--- config.mk ---
export PLATFORM = sky130hd
export DESIGN_NAME = adam_mem_arb
export DESIGN_NICKNAME = d
export VERILOG_FILES = /design/src/rtl/adam_mem_arb_pkg.sv /design/src/rtl/adam_rr_pick.sv /design/src/rtl/adam_mem_arb.sv
export SDC_FILE = /design/constraint.sdc
export NUM_CORES = 1
export LEC_CHECK = 0
export ABC_CLOCK_PERIOD_IN_PS = 1320
export BUFFER_PORTS_ARGS = -buffer_cell sky130_fd_sc_hd__buf_2
export CAP_MARGIN = 20
export CORE_AREA = 5 5 119 121
export CTS_CLUSTER_DIAMETER = 200
export DETAILED_ROUTE_END_ITERATION = 8
export DIE_AREA = 0 0 124 126
export PLACE_DENSITY = 0.57
export SLEW_MARGIN = 20
export SYNTH_ARGS = -nofsm -noshare
export SYNTH_HDL_FRONTEND = slang
export SYNTH_HIERARCHICAL = 1
export SYNTH_SLANG_ARGS = --single-unit
--- constraint.sdc ---
create_clock -name clk -period 1.32 [get_ports clk]
set_input_delay 0.066 -clock clk [delete_from_list [all_inputs] [get_ports clk]]
set_output_delay 0.066 -clock clk [all_outputs]
set_load 0.01 [all_outputs]
--- src/rtl/adam_mem_arb_pkg.sv ---
// Shared ADAM memory-arbiter configuration: interface widths, the arbiter state type,
// and a helper for round-robin index widths.
package adam_mem_arb_pkg;

   localparam int unsigned ADAM_ADDR_WIDTH = 32;
   localparam int unsigned ADAM_DATA_WIDTH = 32;
   localparam int unsigned ADAM_STRB_WIDTH = ADAM_DATA_WIDTH / 8;

   typedef logic [ADAM_ADDR_WIDTH-1:0] ADDR_T;
   typedef logic [ADAM_DATA_WIDTH-1:0] DATA_T;
   typedef logic [ADAM_STRB_WIDTH-1:0] STRB_T;

   typedef enum logic [1:0] {
      MEM_ARB_PAUSED = 2'd0,
      MEM_ARB_RUN    = 2'd1,
      MEM_ARB_DRAIN  = 2'd2
   } MEM_ARB_STATE_T;

   // Port-index width; a single port still needs one bit to carry a constant zero.
   function automatic int unsigned rr_idx_width(input int unsigned n);
      return (n > 1) ? $clog2(n) : 1;
   endfunction

endpackage

--- src/rtl/adam_rr_pick.sv ---
// Combinational round-robin picker: one-hot grant to the first requester at or after ptr,
// wrapping from the last port back to port 0.
module adam_rr_pick
   import adam_mem_arb_pkg::*;
#(
   parameter int unsigned NO_PORTS = 2,
   localparam int unsigned IDX_W   = rr_idx_width(NO_PORTS)
) (
   input  logic [NO_PORTS-1:0] req,
   input  logic [IDX_W-1:0]    ptr,
   output logic [NO_PORTS-1:0] gnt_c,
   output logic [IDX_W-1:0]    idx_c,
   output logic                any_c
);

   always_comb begin
      int unsigned      pos;
      logic [IDX_W-1:0] sel;
      gnt_c = '0;
      idx_c = '0;
      any_c = 1'b0;
      pos   = 0;
      sel   = '0;
      for (int unsigned off = 0; off < NO_PORTS; off++) begin
         pos = 32'(ptr) + off;
         if (pos >= NO_PORTS) begin
            pos = pos - NO_PORTS;
         end
         sel = IDX_W'(pos);
         if (!any_c && req[sel]) begin
            any_c      = 1'b1;
            gnt_c[sel] = 1'b1;
            idx_c      = sel;
         end
      end
   end

endmodule

--- src/rtl/adam_mem_arb.sv ---
// Round-robin arbiter sharing one adam_mem among NO_PORTS requesters, with a
// pause/drain handshake and a one-cycle registered read-return path.
module adam_mem_arb
   import adam_mem_arb_pkg::*;
#(
   parameter int unsigned NO_PORTS   = 2,
   parameter int unsigned ADDR_WIDTH = ADAM_ADDR_WIDTH,
   parameter int unsigned DATA_WIDTH = ADAM_DATA_WIDTH,
   parameter int unsigned STRB_WIDTH = ADAM_STRB_WIDTH
) (
   input  logic                  clk,
   input  logic                  rst,

   input  logic                  pause_req,
   output logic                  pause_ack,

   input  logic [NO_PORTS-1:0]   req,
   output logic [NO_PORTS-1:0]   gnt,
   input  logic [ADDR_WIDTH-1:0] addr  [NO_PORTS],
   input  logic [NO_PORTS-1:0]   we,
   input  logic [STRB_WIDTH-1:0] be    [NO_PORTS],
   input  logic [DATA_WIDTH-1:0] wdata [NO_PORTS],
   output logic [NO_PORTS-1:0]   rvalid,
   output logic [DATA_WIDTH-1:0] rdata [NO_PORTS],

   output logic                  mem_req,
   output logic [ADDR_WIDTH-1:0] mem_addr,
   output logic                  mem_we,
   output logic [STRB_WIDTH-1:0] mem_be,
   output logic [DATA_WIDTH-1:0] mem_wdata,
   input  logic [DATA_WIDTH-1:0] mem_rdata
);

   localparam int unsigned IDX_W = rr_idx_width(NO_PORTS);

   MEM_ARB_STATE_T      state_q, state_d;
   logic [IDX_W-1:0]    rr_ptr_q, rr_ptr_d;
   logic                rd_pend_q, rd_pend_d;
   logic [NO_PORTS-1:0] rvalid_q, rvalid_d;
   logic                pause_ack_q, pause_ack_d;

   logic [NO_PORTS-1:0] pick_gnt;
   logic [IDX_W-1:0]    pick_idx;
   logic                pick_any;
   logic                grant_en;

   adam_rr_pick #(
      .NO_PORTS (NO_PORTS)
   ) u_pick (
      .req   (req),
      .ptr   (rr_ptr_q),
      .gnt_c (pick_gnt),
      .idx_c (pick_idx),
      .any_c (pick_any)
   );

   // Next state, grant qualification, memory mux and read-return bookkeeping.
   always_comb begin
      state_d     = state_q;
      grant_en    = 1'b0;
      rr_ptr_d    = rr_ptr_q;

      case (state_q)
         MEM_ARB_PAUSED: begin
            if (!pause_req) begin
               state_d = MEM_ARB_RUN;
            end
         end
         MEM_ARB_RUN: begin
            // A pause request suppresses the grant in the very cycle it is seen.
            if (pause_req) begin
               state_d = MEM_ARB_DRAIN;
            end else begin
               grant_en = 1'b1;
            end
         end
         MEM_ARB_DRAIN: begin
            if (!rd_pend_q) begin
               state_d = MEM_ARB_PAUSED;
            end
         end
         default: begin
            state_d = MEM_ARB_PAUSED;
         end
      endcase

      if (rst) begin
         grant_en = 1'b0;
      end

      gnt       = grant_en ? pick_gnt : '0;
      mem_req   = grant_en & pick_any;
      mem_addr  = addr[pick_idx];
      mem_we    = we[pick_idx];
      mem_be    = be[pick_idx];
      mem_wdata = wdata[pick_idx];

      if (mem_req) begin
         rr_ptr_d = (32'(pick_idx) == NO_PORTS - 1) ? '0 : IDX_W'(32'(pick_idx) + 1);
      end

      rd_pend_d   = mem_req & ~mem_we;
      rvalid_d    = rd_pend_d ? gnt : '0;
      pause_ack_d = (state_d == MEM_ARB_PAUSED);
   end

   always_ff @(posedge clk) begin
      if (rst) begin
         state_q     <= MEM_ARB_PAUSED;
         rr_ptr_q    <= '0;
         rd_pend_q   <= 1'b0;
         rvalid_q    <= '0;
         pause_ack_q <= 1'b1;
      end else begin
         state_q     <= state_d;
         rr_ptr_q    <= rr_ptr_d;
         rd_pend_q   <= rd_pend_d;
         rvalid_q    <= rvalid_d;
         pause_ack_q <= pause_ack_d;
      end
   end

   // Reset masks a read return that was already registered when reset arrived.
   assign rvalid    = rst ? '0 : rvalid_q;
   assign pause_ack = pause_ack_q | rst;

   always_comb begin
      for (int i = 0; i < NO_PORTS; i++) begin
         rdata[i] = mem_rdata;
      end
   end

endmodule

==> results.rst, run 1 <==
.. list-table::
   :header-rows: 1

   * - Metric
     - Value
   * - Failing checks
     - setup timing
   * - Final std cells w/o fill
     - 513
   * - Number of top-level pins
     - 314
   * - Classification of the worst-slack hold path
     - in -> reg
   * - Clock sinks
     - 7
   * - Top fanout value on the critical path
     - 6
   * - Most Used Layer, Global Route
     - met2
   * - Placed cell count
     - 495
   * - Global-route wire length before repair
     - 10.81 mm
   * - TritonCTS buffer count
     - 3
   * - Post-Route WL
     - 7.783 mm
   * - Layout net count
     - 513
   * - Critical path's top delay family
     - buffers and inverters
   * - Synthesized netlist cell count
     - 171
   * - Layout cells sized above 1
     - 94.07%
   * - Setup repair after global routing missed its margin
     - true
   * - Headroom to the max-slew limit
     - 86.00%
   * - Area enclosed by the die boundary
     - 0.01562 mm²
   * - Root buffer cell
     - sky130_fd_sc_hd__clkbuf_16
   * - Run status
     - complete, but fails checks
   * - Synth warn
     - 6
   * - Worst-Margin Slew
     - 0.2095 ns
   * - Clock tree from TritonCTS
     - built
   * - Pin count of the biggest net entering global routing
     - 23
   * - Clock Skew
     - 0.001618 ns
   * - Seq cells post-synth
     - 7
   * - Critical path endpoint category
     - output port
   * - Area occupied by registers
     - 142.6 µm²
   * - Leading cell types in the layout, fill and taps excluded
     - sky130_fd_sc_hd__buf_2 (181), sky130_fd_sc_hd__buf_6 (37), sky130_fd_sc_hd__mux2_2 (35)
   * - GRT Overall Usage
     - 8.932%
   * - Static leakage
     - 0.001622 µW
   * - Area delta synth->final
     - 96.87%
   * - Vias per std cell
     - 3.540
   * - Cell with the largest stage delay on the worst path
     - sky130_fd_sc_hd__dfxtp_2
   * - Met1 usage in global routing
     - 9.547%
   * - GR met3 Demand/Resource
     - 1.300%
   * - Post-synth design cell area
     - 0.001598 mm²
   * - Detailed-placement wirelength estimate
     - 5.504 mm
   * - Met2 Track Usage GR
     - 17.18%
   * - Area of the core
     - 0.01298 mm²
   * - Final number of setup-violating endpoints
     - 74
   * - Via count of the first global-routing pass
     - 2020
   * - Total Power
     - 1833 µW
   * - Nets in the synthesized netlist
     - 346
   * - Number of distinct library cells after synthesis
     - 22
   * - Bufs and invs on worst path
     - 5
   * - Sum of overflow across all layers after global routing
     - 0
   * - Number of buffer cells added on primary ports
     - 217
   * - Worst path max stage delay
     - 0.33 ns
   * - List of cells traversed by the critical path
     - inv_2 -> a21boi_4 -> buf_12 -> buf_8 -> buf_16 -> mux2_4 -> buf_6
   * - Routed Antenna Nets
     - 0
   * - Count of max-cap constraint violations
     - 0
   * - Category of the most critical setup path
     - reg -> out
   * - Row Count
     - 42
   * - Total iterations of the first detailed-routing run
     - 4
   * - Critical path startpoint category
     - register
   * - Max Slew Vio Count
     - 0
   * - Vias after detailed routing
     - 1816
   * - Total DRC errors in the routed layout
     - 0
   * - Upper clock frequency limit
     - 0.5839 GHz
   * - Antenna violations before repair
     - 0
   * - Filler Cells Inserted
     - 1450
   * - Skew-Pair Late Insertion Delay
     - 0.23 ns
   * - Minimum clock period
     - 1.712 ns
   * - Average cell area after synthesis
     - 9.344 µm²
   * - Last weighted congestion value of the routability-driven placer
     - 0.7158
   * - Req. time, crit path
     - 1.25 ns
   * - Final cycle utilization of the critical path
     - 129.7%
   * - Proportion of synthesized chip area in sequential cells
     - 8.771%
   * - 1st-iter DRT viols
     - 36
   * - Post-layout worst setup margin
     - -0.3925 ns
   * - Total power per unit cell area
     - 582.8 mW/mm²
   * - IR Drop Worst-Case VDD
     - 0.0004902 V
   * - Post-detailed-route wirelength per cell
     - 15.17 µm
   * - Final Hold Vio Count
     - 0
   * - Clock slew seen by the registers of the worst setup and hold paths
     - 0.04 ns
   * - Data arrival time of the critical path
     - 1.65 ns
   * - Number of inserted diodes
     - 0
   * - Initial core utilization
     - 12.31%
   * - Most common cell after layout, fill and taps aside
     - sky130_fd_sc_hd__buf_2
   * - Multi-input combinational cell area
     - 0.001079 mm²
   * - Maximum clock insertion buffer count
     - 2
   * - DIE WIDTH
     - 124 µm
   * - H-tree levels
     - 1
   * - Die height
     - 126 µm
## layer usage
layer | vias up | routed length [µm]
met1 | 834 | 2752
met3 | 24 | 529
met4 | 0 | 247
met2 | 100 | 4254
li1 | 858 | -
met5 | - | 0
## worst reg2reg max path: cells and delay by family, from the launching register on
kind	cells	cell delay [ns]
buffers and inverters	4	0.45
AND/OR/NAND/NOR	2	0.27
AO/OA/AOI/OAI	1	0.18
multiplexers	1	0.32
flip-flops	1	0.33
## area by class of cell
type | count | area share, %
timing repair buffer | 234 | 51.27
multi-input combinational | 90 | 34.29
tap | 176 | 7.001
sequential | 7 | 4.535
clock buffer | 4 | 2.506
inverter | 2 | 0.3978
## report_power, final
group | internal, µW | total [µW] | switching [µW]
logic | 672 | 1080 | 409
clock network | 403 | 529 | 126
registers | 220 | 224 | 4.21
total | 1290 | 1830 | 539
## sequential cells by signal, summed over array words and instances, names as in the netlist
name	count
rvalid_q	2
rd_pend_q	1
state_q	2
rr_ptr_q	1
pause_ack_q	1
## kinds of logic (layout without fill, tap and decap cells)
logic type	count (synthesis)	after routing	share of synthesized area, %
multiplexers	69	69	48.86
buffers and inverters	74	240	33.52
flip-flops	7	7	8.770
AND/OR/NAND/NOR	15	15	6.264
AO/OA/AOI/OAI	6	6	2.584
## path summary, 6_finish.rpt
| check | startpoint | end | slack (ns) | depth (start not counted) |
|---|---|---|---|---|
| hold reg to reg | rd_pend_q | state_q[1] | 0.50 | 2 |
| hold / removal | rst | rr_ptr_q | 0.08 | 2 |
| setup reg to reg | rr_ptr_q | rvalid_q[1] | -0.28 | 8 |
| setup / recovery | rr_ptr_q | mem_wdata[8] | -0.39 | 7 |
## metrics by stage
step                utilization (%)  setup TNS, ns  area [µm²]  setup slack (ns)  hold slack [ns]
finish                        24.23         -24.89        3146           -0.3925          0.08045
global route                  24.23         -28.37        3146           -0.4350          0.09697
CTS                           24.40         -24.47        3167           -0.3873          0.07512
detailed placement            18.77         -9.581        2436           -0.1981           0.1321
global placement              18.77         -8.481        2436           -0.1857           0.1321
floorplan                         -        -0.3072        1604          -0.03414           0.1388
## Yosys cell counts
cell,n,area share (%)
sky130_fd_sc_hd__a211oi_1,1,0.47
sky130_fd_sc_hd__a21boi_1,3,1.4
sky130_fd_sc_hd__a21oi_1,1,0.31
sky130_fd_sc_hd__a31oi_1,1,0.39
sky130_fd_sc_hd__and2_1,2,0.78
sky130_fd_sc_hd__and3_2,2,0.94
sky130_fd_sc_hd__buf_2,7,2.2
sky130_fd_sc_hd__buf_4,64,30
sky130_fd_sc_hd__buf_6,1,0.70
sky130_fd_sc_hd__clkinv_2,1,0.31
sky130_fd_sc_hd__dfxtp_1,7,8.8
sky130_fd_sc_hd__inv_1,1,0.23
sky130_fd_sc_hd__mux2_2,68,48
sky130_fd_sc_hd__mux2_4,1,0.94
sky130_fd_sc_hd__nand2_1,1,0.23
sky130_fd_sc_hd__nand3b_1,2,0.94
sky130_fd_sc_hd__nor2_1,2,0.47
sky130_fd_sc_hd__nor2b_1,2,0.78
sky130_fd_sc_hd__nor3_2,1,0.63
sky130_fd_sc_hd__or2_1,1,0.39
sky130_fd_sc_hd__or2_2,1,0.39
sky130_fd_sc_hd__or3_4,1,0.70
## repair_timing
item,4_1_cts,5_1_grt
endpoints found under the setup margin,75,75
pin swaps,3,2
gates cloned,6,1
resized for setup,83,9
hold endpoints to repair,0,0
hold buffers,0,0
buffers inserted,10,0
(Power assumes the default switching activity.)
==> run 2: changes to the inputs <==
- CTS_BUF_LIST: unset -> sky130_fd_sc_hd__clkbuf_8
==> results.rst, run 2 (synthesized netlist as in run 1, its figures left out) <==
.. list-table::
   :header-rows: 1

   * - Metric
     - Value
   * - Total Power
     - 1605 µW
   * - Fin Setup TNS
     - -25.10 ns
   * - Vias after detailed routing
     - 1824
   * - Setup repair after global routing missed its margin
     - true
   * - Failing checks
     - setup timing
   * - Number of inserted diodes
     - 0
   * - Max Slew Vio Count
     - 0
   * - Top fanout value on the critical path
     - 6
   * - Antenna violations before repair
     - 0
   * - DP Area
     - 0.002436 mm²
   * - Most common cell after layout, fill and taps aside
     - sky130_fd_sc_hd__buf_2
   * - Detailed-placement wirelength estimate
     - 5.504 mm
   * - Internal power component
     - 1096 µW
   * - Worst path max stage delay
     - 0.33 ns
   * - Final cycle utilization of the critical path
     - 129.2%
   * - Vias per std cell
     - 3.549
   * - Static leakage
     - 0.001615 µW
   * - 1st-iter DRT viols
     - 36
   * - IR Drop Worst-Case VDD
     - 0.0002815 V
   * - List of cells traversed by the critical path
     - inv_2 -> a21boi_4 -> buf_12 -> buf_8 -> buf_16 -> mux2_4 -> buf_6
   * - Via count of the first global-routing pass
     - 2030
   * - Area delta synth->final
     - 95.61%
   * - Part of the power in combinational logic
     - 67.6%
   * - Headroom to the max-slew limit
     - 85.22%
   * - Final number of setup-violating endpoints
     - 74
   * - Total power per unit cell area
     - 513.4 mW/mm²
   * - Req. time, crit path
     - 1.25 ns
   * - Number of buffer cells added on primary ports
     - 217
   * - Area enclosed by the die boundary
     - 0.01562 mm²
   * - Skew-Pair Late Insertion Delay
     - 0.23 ns
   * - Post-Route WL
     - 7.761 mm
   * - Final Hold Vio Count
     - 0
   * - Initial core utilization
     - 12.31%
   * - Clock tree from TritonCTS
     - built
   * - Worst reg2reg path depth
     - 8
   * - Post-detailed-route wirelength per cell
     - 15.10 µm
   * - Met2 Track Usage GR
     - 17.21%
   * - Maximum clock insertion buffer count
     - 2
   * - Filler Cells Inserted
     - 1450
   * - Count of max-cap constraint violations
     - 0
   * - Design Area, Final
     - 0.003126 mm²
   * - Clock Skew
     - 0.001629 ns
   * - Worst hold path cell count
     - 2
   * - Run status
     - complete, but fails checks
   * - Root buffer cell
     - sky130_fd_sc_hd__clkbuf_8
   * - Largest registers
     - rvalid_q: 2 flops, state_q: 2 flops
   * - Met1 usage in global routing
     - 9.628%
   * - Data arrival time of the critical path
     - 1.64 ns
   * - H-tree levels
     - 1
   * - TritonCTS buffer count
     - 3
   * - Power spent charging and discharging nets
     - 508.7 µW
   * - Clock sinks
     - 7
   * - Leading cell types in the layout, fill and taps excluded
     - sky130_fd_sc_hd__buf_2 (182), sky130_fd_sc_hd__buf_6 (37), sky130_fd_sc_hd__mux2_2 (36)
   * - Net Sw Frac
     - 31.70%
   * - Global-route wire length before repair
     - 10.87 mm
   * - Upper clock frequency limit
     - 0.5866 GHz
   * - Portion of total power attributed to sequential cells
     - 13.9%
   * - Final Core Density
     - 24.08%
   * - Sum of overflow across all layers after global routing
     - 0
   * - Category of the most critical setup path
     - reg -> out
   * - Worst setup path startpoint
     - rr_ptr_q
   * - Last weighted congestion value of the routability-driven placer
     - 0.7158
   * - Critical path endpoint category
     - output port
   * - Layout cells sized above 1
     - 94.08%
   * - Routed Antenna Nets
     - 0
   * - Hold_sp
     - rst
   * - Layout net count
     - 514
   * - Worst-Margin Slew
     - 0.2212 ns
   * - Critical path startpoint category
     - register
   * - Minimum clock period
     - 1.705 ns
   * - Number of top-level pins
     - 314
   * - Most Used Layer, Global Route
     - met2
   * - Row Count
     - 42
   * - Clk pwr share
     - 18.5%
   * - Die height
     - 126 µm
   * - Area of the core
     - 0.01298 mm²
   * - Pin count of the biggest net entering global routing
     - 23
   * - Total iterations of the first detailed-routing run
     - 4
   * - Startpoint of the lowest-slack register-to-register path
     - rr_ptr_q
   * - GRT Overall Usage
     - 8.941%
   * - Clock slew seen by the registers of the worst setup and hold paths
     - 0.04 ns
   * - Total DRC errors in the routed layout
     - 0
   * - GR met3 Demand/Resource
     - 1.300%
   * - Classification of the worst-slack hold path
     - in -> reg
   * - Cell with the largest stage delay on the worst path
     - sky130_fd_sc_hd__dfxtp_2
   * - Post-layout worst setup margin
     - -0.3848 ns
   * - DIE WIDTH
     - 124 µm
run 2: power by group through the flow:
stage / combinational (µW) / clock [µW] / sequential [µW]
floorplan: 570 / 0 / 225
global placement: 773 / 0 / 226
global route: 1160 / 319 / 224
CTS: 1100 / 302 / 224
finish: 1080 / 296 / 224
detailed placement: 777 / 0 / 226
run 2: critical path, delay by kind of cell, from the launching register on:
family	cells	cell delay (ns)
AO/OA/AOI/OAI	1	0.18
buffers and inverters	5	0.58
flip-flops	1	0.33
multiplexers	1	0.31
run 2: area by class of cell:
class	count	area, µm²	area share (%)
clock buffer	3	41.29	1.321
clock inverter	1	3.754	0.1201
sequential	7	142.6	4.564
inverter	2	12.51	0.4003
multi-input combinational	90	1075	34.39
tap	176	220.2	7.046
timing repair buffer	235	1630	52.16
run 2: final timing paths:
check | endpoint | slack, ns
worst min register to register | state_q[1] | 0.50
worst max-delay path | mem_wdata[8] | -0.38
worst max register to register | rvalid_q[1] | -0.29
worst min-delay path | rr_ptr_q | 0.09
run 2: layer usage:
metal,vias to the layer above,part of all wire [%]
li1,860,-
met1,837,35
met2,102,55
met3,25,6.7
met4,0,3.1
met5,-,0
run 2: per-stage QoR:
stage | worst slack, ns | hold slack [ns] | cells
4_1_cts | -0.3825 | 0.08034 | 515
6_report | -0.3848 | 0.09276 | 514
5_1_grt | -0.4359 | 0.09690 | 514
3_3_place_gp | -0.1857 | 0.1321 | 495
3_5_place_dp | -0.1981 | 0.1321 | 495
2_1_floorplan | -0.03414 | 0.1388 | 171
run 2: timing repair:
item / 4_1_cts / 5_1_grt
gates cloned: 6 / 1
pin swaps: 3 / 3
setup endpoints to repair: 75 / 75
hold buffers: 0 / 0
resized for setup: 83 / 6
buffers inserted: 10 / 0
==> run 3: changes to the inputs <==
- ABC_CLOCK_PERIOD_IN_PS: 1320 -> 1490
- MAX_ROUTING_LAYER: unset -> met4
- PLACE_DENSITY: 0.57 -> unset
- clock period: 1.32 -> 1.49 ns (I/O delays scaled with it)
==> results.rst, run 3 (synthesized netlist as in run 1, its figures left out) <==
.. list-table::
   :header-rows: 1

   * - Metric
     - Value
   * - Run status
     - complete, but fails checks
   * - Failing checks
     - setup timing
   * - Area delta synth->final
     - 89.59%
   * - Pin count of the biggest net entering global routing
     - 30
   * - Worst path max stage delay
     - 0.35 ns
   * - Startpoint of the lowest-slack register-to-register path
     - rr_ptr_q
   * - Data arrival time of the critical path
     - 1.61 ns
   * - Post-Route WL
     - 7.835 mm
   * - Number of top-level pins
     - 314
   * - Global-route wire length before repair
     - 9.825 mm
   * - Root buffer cell
     - sky130_fd_sc_hd__clkbuf_8
   * - 1st-iter DRT viols
     - 32
   * - Number of buffer cells added on primary ports
     - 217
   * - Max Slew Vio Count
     - 0
   * - Count of max-cap constraint violations
     - 0
   * - Maximum clock insertion buffer count
     - 2
   * - Req. time, crit path
     - 1.42 ns
   * - Final number of setup-violating endpoints
     - 71
   * - DIE WIDTH
     - 124 µm
   * - Total power per unit cell area
     - 461.8 mW/mm²
   * - Largest registers
     - rvalid_q: 2 flops, state_q: 2 flops
   * - Hold_sp
     - rst
   * - Layout net count
     - 508
   * - Routed Antenna Nets
     - 0
   * - Setup repair after global routing missed its margin
     - true
   * - Die height
     - 126 µm
   * - Cts-stage hold buffer count
     - 0
   * - Upper clock frequency limit
     - 0.5925 GHz
   * - Category of the most critical setup path
     - reg -> out
   * - Final cycle utilization of the critical path
     - 113.3%
   * - Area of the core
     - 0.01298 mm²
   * - List of cells traversed by the critical path
     - inv_2 -> a21boi_4 -> buf_6 -> buf_16 -> mux2_2 -> buf_6
   * - Static leakage
     - 0.001591 µW
   * - H-tree levels
     - 1
   * - Crit path top cell by count
     - sky130_fd_sc_hd__buf_6
   * - Smallest hold slack
     - 0.09471 ns
   * - Clock tree from TritonCTS
     - built
   * - Leading cell types in the layout, fill and taps excluded
     - sky130_fd_sc_hd__buf_2 (177), sky130_fd_sc_hd__buf_6 (44), sky130_fd_sc_hd__mux2_4 (37)
   * - Total DRC errors in the routed layout
     - 0
   * - Most common cell after layout, fill and taps aside
     - sky130_fd_sc_hd__buf_2
   * - Cell with the largest stage delay on the worst path
     - sky130_fd_sc_hd__mux2_2
   * - Minimum clock period
     - 1.688 ns
   * - Bufs and invs on worst path
     - 4
   * - IR Drop Worst-Case VDD
     - 0.0002323 V
   * - Critical path's top delay family
     - buffers and inverters
   * - Initial core utilization
     - 12.31%
   * - Via count of the first global-routing pass
     - 1949
   * - Vias per std cell
     - 3.587
   * - Critical path startpoint category
     - register
   * - Final Hold Vio Count
     - 0
   * - Clock sinks
     - 7
   * - Last weighted congestion value of the routability-driven placer
     - 0.7807
   * - Total iterations of the first detailed-routing run
     - 4
   * - Layout cells sized above 1
     - 93.37%
   * - Antenna violations before repair
     - 0
   * - TritonCTS buffer count
     - 3
   * - Number of inserted diodes
     - 0
   * - Sum of overflow across all layers after global routing
     - 0
   * - Row Count
     - 42
   * - Post-detailed-route wirelength per cell
     - 15.42 µm
   * - Post-layout worst setup margin
     - -0.1979 ns
   * - Skew-Pair Late Insertion Delay
     - 0.22 ns
   * - Vias after detailed routing
     - 1822
   * - Detailed-placement wirelength estimate
     - 5.910 mm
   * - Clock Skew
     - 0.0007666 ns
   * - Headroom to the max-slew limit
     - 85.23%
   * - Classification of the worst-slack hold path
     - in -> reg
   * - Critical path endpoint category
     - output port
   * - GRT Overall Usage
     - 8.104%
   * - Fin Setup TNS
     - -10.11 ns
   * - Worst setup path startpoint
     - rr_ptr_q
   * - Area enclosed by the die boundary
     - 0.01562 mm²
   * - Top fanout value on the critical path
     - 10
   * - Worst-Margin Slew
     - 0.2203 ns
   * - Clock slew seen by the registers of the worst setup and hold paths
     - 0.04 ns
## run 3: changes by cell type in the layout (fill, tap and decap cells not counted), sizes merged
cell / before / now
clkbuf: 4 / 6
buf: 234 / 226
## run 3: worst register-to-register path: stages, from the launching register on
cell                       delay, ns
sky130_fd_sc_hd__dfxtp_2        0.33
sky130_fd_sc_hd__inv_2          0.05
sky130_fd_sc_hd__a21boi_4       0.21
sky130_fd_sc_hd__buf_6          0.18
sky130_fd_sc_hd__buf_4          0.15
sky130_fd_sc_hd__mux2_4         0.32
sky130_fd_sc_hd__nor3_4         0.13
sky130_fd_sc_hd__and2_1         0.14
## run 3: where the power goes
group          total (µW)  switching [µW]  leakage [µW]  internal (µW)
registers             198            3.55     0.0000576            194
clock network         258            80.2     0.0000269            178
logic                 943             360       0.00151            583
## run 3: layer usage
metal	part of all wire, %	routed length (µm)	global-route usage, %	vias up
met5	0	0	-	-
met4	0.70	55	2.062	0
met3	7.7	605	1.525	15
met2	50	3917	14.03	101
met1	42	3257	9.574	852
li1	-	-	-	854
## run 3: what timing repair did
action	CTS	global route
setup endpoints to repair	69	72
gates cloned	1	5
gates resized for setup	39	47
pin swaps	1	1
buffers inserted	3	0
## run 3: through the flow
stage	std cells	total power, µW	cell area [µm²]	utilization (%)	setup slack (ns)
finish	508	1399	3029	23.34	-0.1979
global route	508	1479	3029	23.34	-0.2524
CTS	504	1268	2726	21.00	-0.1932
detailed placement	496	895.5	2444	18.83	-0.01300
global placement	496	891.1	2444	18.83	-0.006358
floorplan	171	702.2	1598	-	0.04166
## run 3: path summary, 6_finish.rpt
kind / to / cells past startpoint / slack [ns]
max: mem_be[0] / 6 / -0.20
min: rr_ptr_q / 2 / 0.09
max reg2reg: rvalid_q[1] / 7 / -0.06
min reg2reg: state_q[1] / 2 / 0.49
## run 3: cell type report
cell class | instances | area [µm²]
Clock buffer | 3 | 41.29
Inverter | 2 | 8.758
Fill cell | 1429 | 9951
Sequential cell | 7 | 141.4
Tap cell | 176 | 220.2
Timing Repair Buffer | 229 | 1539
Multi-Input combinational cell | 90 | 1075
Clock inverter | 1 | 3.754
